### config.mk
export PLATFORM = sky130hd
export DESIGN_NAME = occurrence_literal_fetcher
export DESIGN_NICKNAME = d
export VERILOG_FILES = /design/src/rtl/occurrence_literal_fetcher.sv
export SDC_FILE = /design/constraint.sdc
export NUM_CORES = 2
export LEC_CHECK = 0
export ABC_AREA = 1
export BUFFER_PORTS_ARGS = -buffer_cell sky130_fd_sc_hd__buf_2
export CORE_ASPECT_RATIO = 0.8
export CORE_MARGIN = 2
export CORE_UTILIZATION = 54
export DETAILED_ROUTE_END_ITERATION = 8
export PLACE_DENSITY = 0.77
export SETUP_SLACK_MARGIN = 0.5
export SYNTH_ARGS = -nofsm -noshare
export SYNTH_HDL_FRONTEND = slang
export SYNTH_SLANG_ARGS = --single-unit
### constraint.sdc
create_clock -name clk_i -period 5.17 [get_ports clk_i]
set_input_delay 0.2585 -clock clk_i [delete_from_list [all_inputs] [get_ports clk_i]]
set_output_delay 0.2585 -clock clk_i [all_outputs]
set_load 0.005 [all_outputs]
### src/rtl/occurrence_literal_fetcher.sv
// occurrence_literal_fetcher
// Feeds the temporal buffer wrapper of the WalkSAT flip pipeline. On start it
// latches the candidate literals of an unsatisfied clause and, for every
// candidate variable, reads that variable's clause-membership slots from the
// occurrence table. It strips the candidate's own literal from each returned
// clause and packs the NSAT-1 remaining literals per slot. One buffer write is
// emitted per candidate.
//
// Ports:
//   clk_i          clock
//   rst_i          synchronous active-low reset
//   start_i        begin a fetch (accepted only when idle)
//   cand_lits_i    NSAT candidate literals, candidate k at [k*LIT_W +: LIT_W]
//   mem_rd_en_o    occurrence table read strobe
//   mem_addr_o     read address {variable, slot}; 0 when not reading
//   mem_rd_data_i  clause literals, valid one cycle after the strobe
//   wr_en_o        temporal buffer write strobe
//   wr_index_o     candidate index of the write
//   wr_literals_o  packed clause remainders, slot s at [s*REM_W +: REM_W]
//   busy_o         fetch in progress
//   done_o         single-cycle completion pulse (with the last write)
//   err_o          sticky: a candidate was absent from a nonempty clause
module occurrence_literal_fetcher #(
  parameter int NSAT                  = 3,
  parameter int LITERAL_ADDRESS_WIDTH = 12,
  parameter int MAX_CLAUSE_MEMBERSHIP = 20
) (
  input  logic                                                             clk_i,
  input  logic                                                             rst_i,
  input  logic                                                             start_i,
  input  logic [NSAT*(LITERAL_ADDRESS_WIDTH+1)-1:0]                        cand_lits_i,
  output logic                                                             mem_rd_en_o,
  output logic [LITERAL_ADDRESS_WIDTH+$clog2(MAX_CLAUSE_MEMBERSHIP)-1:0]   mem_addr_o,
  input  logic [NSAT*(LITERAL_ADDRESS_WIDTH+1)-1:0]                        mem_rd_data_i,
  output logic                                                             wr_en_o,
  output logic [$clog2(NSAT)-1:0]                                          wr_index_o,
  output logic [(NSAT-1)*MAX_CLAUSE_MEMBERSHIP*(LITERAL_ADDRESS_WIDTH+1)-1:0] wr_literals_o,
  output logic                                                             busy_o,
  output logic                                                             done_o,
  output logic                                                             err_o
);

  localparam int LAW    = LITERAL_ADDRESS_WIDTH;
  localparam int MC     = MAX_CLAUSE_MEMBERSHIP;
  localparam int LIT_W  = LAW + 1;
  localparam int SLOT_W = $clog2(MC);
  localparam int IDX_W  = $clog2(NSAT);
  localparam int REM_W  = (NSAT - 1) * LIT_W;
  localparam int ASM_W  = REM_W * MC;

  typedef enum logic [1:0] {IDLE, ISSUE, DRAIN} state_t;

  state_t              state;
  logic [NSAT*LAW-1:0] cand_var_q;   // candidate variables; polarity is irrelevant to lookup
  logic [NSAT-1:0]     cand_pol_unused;

  // Issue stage: the read currently presented on mem_addr_o.
  logic [IDX_W-1:0]    iss_cand;
  logic [SLOT_W-1:0]   iss_slot;
  // Process stage: the read whose data is on mem_rd_data_i this cycle.
  logic                p_act;
  logic                p_rd;
  logic [IDX_W-1:0]    p_cand;
  logic [SLOT_W-1:0]   p_slot;
  logic                drain_q;

  logic [ASM_W-1:0]    asm_q;
  logic [ASM_W-1:0]    asm_next;
  logic [LIT_W-1:0]    lit [NSAT];
  logic [REM_W-1:0]    rem;
  logic [LAW-1:0]      p_var;
  logic                hit;
  int unsigned         hit_pos;
  logic                clause_nz;

  logic                last_issue;
  logic [IDX_W-1:0]    nxt_cand;
  logic [SLOT_W-1:0]   nxt_slot;
  logic [LAW-1:0]      nxt_var;

  always_comb begin
    for (int unsigned k = 0; k < NSAT; k++) begin
      cand_pol_unused[k] = cand_lits_i[k*LIT_W + LAW];
    end
  end

  // Clause reduction. With no match the removal point defaults to the last
  // position, which keeps the first NSAT-1 literals unchanged.
  always_comb begin
    p_var   = cand_var_q[int'(p_cand)*LAW +: LAW];
    hit     = 1'b0;
    hit_pos = NSAT - 1;
    for (int unsigned i = 0; i < NSAT; i++) begin
      lit[i] = mem_rd_data_i[i*LIT_W +: LIT_W];
    end
    for (int unsigned i = 0; i < NSAT; i++) begin
      if (!hit && (lit[i][LAW-1:0] == p_var)) begin
        hit     = 1'b1;
        hit_pos = i;
      end
    end
    rem = '0;
    for (int unsigned i = 0; i < NSAT - 1; i++) begin
      rem[i*LIT_W +: LIT_W] = (i < hit_pos) ? lit[i] : lit[i+1];
    end
    clause_nz = |mem_rd_data_i;
    // Cycles without a read (zero candidate) contribute an empty slot.
    if (!p_rd) begin
      rem = '0;
    end
    asm_next = asm_q;
    asm_next[int'(p_slot)*REM_W +: REM_W] = rem;
  end

  always_comb begin
    last_issue = (iss_cand == IDX_W'(NSAT - 1)) && (iss_slot == SLOT_W'(MC - 1));
    if (iss_slot == SLOT_W'(MC - 1)) begin
      nxt_slot = '0;
      nxt_cand = iss_cand + 1'b1;
    end else begin
      nxt_slot = iss_slot + 1'b1;
      nxt_cand = iss_cand;
    end
    nxt_var = cand_var_q[int'(nxt_cand)*LAW +: LAW];
  end

  always_ff @(posedge clk_i) begin
    if (!rst_i) begin
      state         <= IDLE;
      cand_var_q    <= '0;
      iss_cand      <= '0;
      iss_slot      <= '0;
      p_act         <= 1'b0;
      p_rd          <= 1'b0;
      p_cand        <= '0;
      p_slot        <= '0;
      drain_q       <= 1'b0;
      asm_q         <= '0;
      mem_rd_en_o   <= 1'b0;
      mem_addr_o    <= '0;
      wr_en_o       <= 1'b0;
      wr_index_o    <= '0;
      wr_literals_o <= '0;
      busy_o        <= 1'b0;
      done_o        <= 1'b0;
      err_o         <= 1'b0;
    end else begin
      wr_en_o     <= 1'b0;
      done_o      <= 1'b0;
      mem_rd_en_o <= 1'b0;
      mem_addr_o  <= '0;
      p_act       <= 1'b0;
      p_rd        <= 1'b0;

      if (p_act) begin
        asm_q <= asm_next;
        if (p_rd && !hit && clause_nz) begin
          err_o <= 1'b1;
        end
        // The last slot goes straight into the output register, so the write
        // does not wait for the assembly register, which the next candidate
        // starts overwriting in the following cycle.
        if (p_slot == SLOT_W'(MC - 1)) begin
          wr_en_o       <= 1'b1;
          wr_index_o    <= p_cand;
          wr_literals_o <= asm_next;
          done_o        <= (p_cand == IDX_W'(NSAT - 1));
        end
      end

      case (state)
        IDLE: begin
          if (start_i) begin
            state    <= ISSUE;
            busy_o   <= 1'b1;
            err_o    <= 1'b0;
            iss_cand <= '0;
            iss_slot <= '0;
            for (int unsigned k = 0; k < NSAT; k++) begin
              cand_var_q[k*LAW +: LAW] <= cand_lits_i[k*LIT_W +: LAW];
            end
            if (cand_lits_i[LAW-1:0] != '0) begin
              mem_rd_en_o <= 1'b1;
              mem_addr_o  <= {cand_lits_i[LAW-1:0], SLOT_W'(0)};
            end
          end
        end
        ISSUE: begin
          p_act  <= 1'b1;
          p_rd   <= mem_rd_en_o;
          p_cand <= iss_cand;
          p_slot <= iss_slot;
          if (last_issue) begin
            state   <= DRAIN;
            drain_q <= 1'b0;
          end else begin
            iss_cand <= nxt_cand;
            iss_slot <= nxt_slot;
            if (nxt_var != '0) begin
              mem_rd_en_o <= 1'b1;
              mem_addr_o  <= {nxt_var, nxt_slot};
            end
          end
        end
        DRAIN: begin
          if (drain_q) begin
            state   <= IDLE;
            busy_o  <= 1'b0;
            drain_q <= 1'b0;
          end else begin
            drain_q <= 1'b1;
          end
        end
        default: state <= IDLE;
      endcase
    end
  end

endmodule

==> key figures <==
Global route
  – Total track usage: roughly 40%
  – Most used routing layer: met2
  – Global-route wire length before repair: between 300000 and 400000 um
  – Initial antenna violation count: 8
  – Met3 GRT Util: about 10%
  – Grt ovf: 0
  – GR Layer Usage met2: roughly three fifths
  – GR Util met1: 56.45%
  – Vias in the first global route: between 50000 and 60000
  – Largest net degree at the start of global routing: 260

Synth
  – Mux contribution to synthesized area: 0%
  – Mapped Area: 55920 um2
  – Yosys warns: 0
  – Main combinational cell family by area after synthesis: simple AND/OR/NAND/NOR gates
  – Post-synth top flop: dfxtp_1
  – Post-Synth XOR/XNOR Area: 0.2349%
  – Synth Instances: between 8000 and 9000
  – Syn_nets: 8543
  – Post-Synth Adder-Cell Area: 0.4967%
  – Async S/R FF share, synth: 0%
  – Synth cell types: between 50 and 60
  – Seq/Total Area, Yosys: approximately two fifths
  – Compound-gate portion of the synthesized area: approximately 16%
  – Number of synthesized flops with an enable pin: 0
  – Synth Area in Simple Gates: ~32%
  – Post-synthesis register bit count: about 1100
  – Avg Synthesized Cell Area: about 6.6 um2

STA
  – Pins Over Slew Limit: 0
  – Minimum clock period: between 4 and 5 ns
  – Relative slew slack: around 15%
  – RSZ-0062 raised after global routing: true
  – Hold WS: 0.06684 ns
  – Total negative slack: 0 ns
  – Worst slew pin tran: 1.263 ns
  – Max Clk Rate: 219.4 MHz
  – Period utilisation layout: between 80 and 90%
  – Final-report hold violation count: 0
  – Layout Skew: between 0.06 and 0.07 ns
  – Final Setup Violations: 0

Placement
  – RePlAce Congestion: 1.020
  – Post-DP HPWL: about 160000 um
  – IO Port Bufs: around 620
  – Placed cells: between 10000 and 15000

Die
  – Die area: about 110000 um2
  – Cell Rows: roughly 110
  – Num ports: ~630
  – Initial core utilization: 54.50%
  – Core area: about 100000 um2
  – Die height: roughly 290 um
  – Die width: approximately 360 um

Clocking
  – Clk root buf: clkbuf_16
  – # H-tree levels: 3
  – Clk pin slew, worst setup/hold paths: 0.07 ns
  – Clk Latency, worst-skew pair: roughly 0.76 ns
  – Clock Path Buffers: 3
  – CTS tree: yes
  – # clock sinks: about 1100
  – CTS Buf Count: 110

Routing
  – Antenna viol nets, final: 0
  – DRC violations left: 0
  – DRT iter0 DRCs: a little over 8000
  – WL/cell: approximately 22 um
  – Vias: between 60000 and 70000
  – DRT Pass-1 Iters: 8
  – Vias per std cell: between 5 and 6
  – DRT Wirelength: roughly 230000 um

Worst setup path
  – CP required: ~5.8 ns
  – Data arrival, critical path: around 5.2 ns
  – Critical Path Fanout Max: 42
  – Critical path type: reg2reg
  – Worst setup path startpoint: p_slot[0]$_SDFFE_PN0P_
  – Startpoint types: flip-flop
  – CP endpoint kind: flip-flop
  – Reg2reg start: p_slot[0]$_SDFFE_PN0P_

Finish
  – Final core utilization: between 60% and 70%
  – Synth-to-Final Area Change: 18.80%
  – Nets: about 9000
  – Layout cells sized above 1: 16.79%
  – Filler Cell Count: between 9000 and 10000
  – Layout Cells excl Fill: 10400

Pwr
  – P per Cell Area: a little over 400 nW/um2
  – Leak: around 31 nW
  – Max VDD drop: 0.2586 mV

Status
  – Status: complete, no violations

Run
  – Max-Cap Viols: 0

Worst hold path
  – Worst Min Path Start: rst_i
  – Worst Hold Class: in2reg
==> registers in the layout (all words and copies together), names as in the netlist, 2 cells and up <==
| register | count |
|---|---|
| cand_var_q | 36 |
| p_slot | 5 |
| iss_slot | 5 |
| wr_literals_o | 520 |
| iss_cand | 2 |
| state | 2 |
| wr_index_o | 2 |
| mem_addr_o | 17 |
| asm_q | 520 |
| p_cand | 2 |
==> cell usage after synthesis (3+ instances only) <==
cell,number,share of area [%]
o31ai_1,5,0.067
a22oi_1,6,0.081
nand2_2,59,0.66
inv_2,24,0.16
buf_6,12,0.24
nand3_2,34,0.61
nor2_2,16,0.18
o22ai_1,38,0.43
nor2_1,1182,7.9
nand3_1,1199,11
o21ai_2,17,0.27
nand4_2,3,0.067
o21ai_0,635,5.7
a31oi_1,3,0.034
o21bai_1,3,0.040
and3_1,4,0.045
o211ai_1,249,3.3
nor3_1,10,0.089
clkinv_1,5,0.034
buf_4,9,0.12
buf_1,100,0.67
clkbuf_1,363,2.4
dfxtp_1,1119,40
or2_2,39,0.44
or2_1,3,0.034
a21oi_1,504,4.5
nand2_1,1331,8.9
inv_1,1005,6.7
ha_1,19,0.43
nand2_4,4,0.081
o21ai_1,132,1.2
xor2_1,15,0.23
nor4_1,19,0.21
nand3b_1,11,0.15
buf_2,63,0.56
nand4_1,172,1.9
==> logic make-up after synthesis <==
kind of cell | Yosys count
AND/OR/NAND/NOR | 4098
adder cells (fa/ha/maj) | 21
XOR/XNOR | 15
flip-flops | 1119
buffers and inverters | 1582
AO/OA/AOI/OAI | 1606
==> area by class of cell <==
type	count	area, um2	share of cell area, %
inverters	1034	3921	5.902
clock buffers	164	3277	4.932
well taps	1391	1740	2.620
flip-flops and latches	1119	22410	33.73
clock inverters	35	521.8	0.7853
repair buffers	908	5862	8.823
multi-input cells	5741	28680	43.16
diodes	9	22.52	0.03390
repair inverters	1	7.507	0.01130
==> power by group <==
group / switching (W) / internal, W / total (W)
Combinational: 0.00720 / 0.00235 / 0.00956
Sequential: 0.000151 / 0.00893 / 0.00908
Clock: 0.00365 / 0.00484 / 0.00850
Total: 0.0110 / 0.0161 / 0.0271
==> critical path, stage by stage, from the launching register on <==
cell	delay (ns)
dfxtp_2	0.37
inv_1	0.10
ha_4	0.25
ha_1	0.27
ha_1	0.22
fa_2	0.43
a21oi_2	0.14
o21ai_1	0.10
xor2_2	0.17
buf_4	0.16
nor2_4	0.23
ha_4	0.26
clkinv_2	0.11
nor2_4	0.06
inv_4	0.08
buf_12	0.34
buf_4	0.43
nor2_1	0.15
or2_2	0.29
nand2_1	0.16
a21oi_1	0.09
==> metal layers <==
layer	vias to the layer above	share of wire, %
met3	532	12
met1	28530	42
li1	28650	-
met5	-	0.015
met2	3365	42
met4	4	4.4
==> placed cells by master (no fill, tap or decap), types with 11 or more instances in the layout <==
cell	instances
nand3b_1	11
nor4_1	19
buf_4	204
nand3_1	1151
inv_2	22
a21oi_1	496
buf_2	620
dlygate4sd3_1	36
nand2_1	1288
inv_1	998
buf_12	33
nand3_2	75
o21ai_0	604
nand4_1	172
clkbuf_8	30
xor2_1	13
buf_6	11
o22ai_1	29
nor2_4	31
nor2_2	79
clkbuf_1	23
o21ai_2	31
nand2_2	69
nor2_1	1090
or2_2	39
clkbuf_16	112
nand2_4	33
o21ai_1	142
o211ai_1	249
dfxtp_1	1112
ha_1	16
clkinv_2	16
==> path summary, 6_finish.rpt <==
| kind | end | cells past startpoint | slack [ns] |
|---|---|---|---|
| setup reg to reg | asm_q[150]$_SDFFE_PN0P_ | 20 | 0.61 |
| hold / removal | wr_literals_o[190]$_SDFFE_PN0P_ | 3 | 0.07 |
| hold reg to reg | cand_var_q[14]$_SDFFE_PN0P_ | 2 | 0.48 |
| setup / recovery | asm_q[150]$_SDFFE_PN0P_ | 20 | 0.61 |
==> what timing repair did <==
item	4_1_cts	5_1_grt
cloned	1	2
setup buffers	4	10
gates resized for setup	138	224
hold buffers	36	0
endpoints found under the setup margin	822	1039
endpoints found under the hold margin	49	0
pin swaps	7	27
==> per-stage QoR <==
step | setup WS, ns | power, W | cell area [um2]
2_1_floorplan | 0.5064 | 0.01370 | 55940
3_3_place_gp | 0.09899 | 0.01747 | 60720
3_5_place_dp | 0.007313 | 0.01753 | 60720
4_1_cts | 0.4046 | 0.02620 | 65380
5_1_grt | 0.4558 | 0.02781 | 66430
6_report | 0.6127 | 0.02713 | 66440
Power figures use the tool's default switching activity.
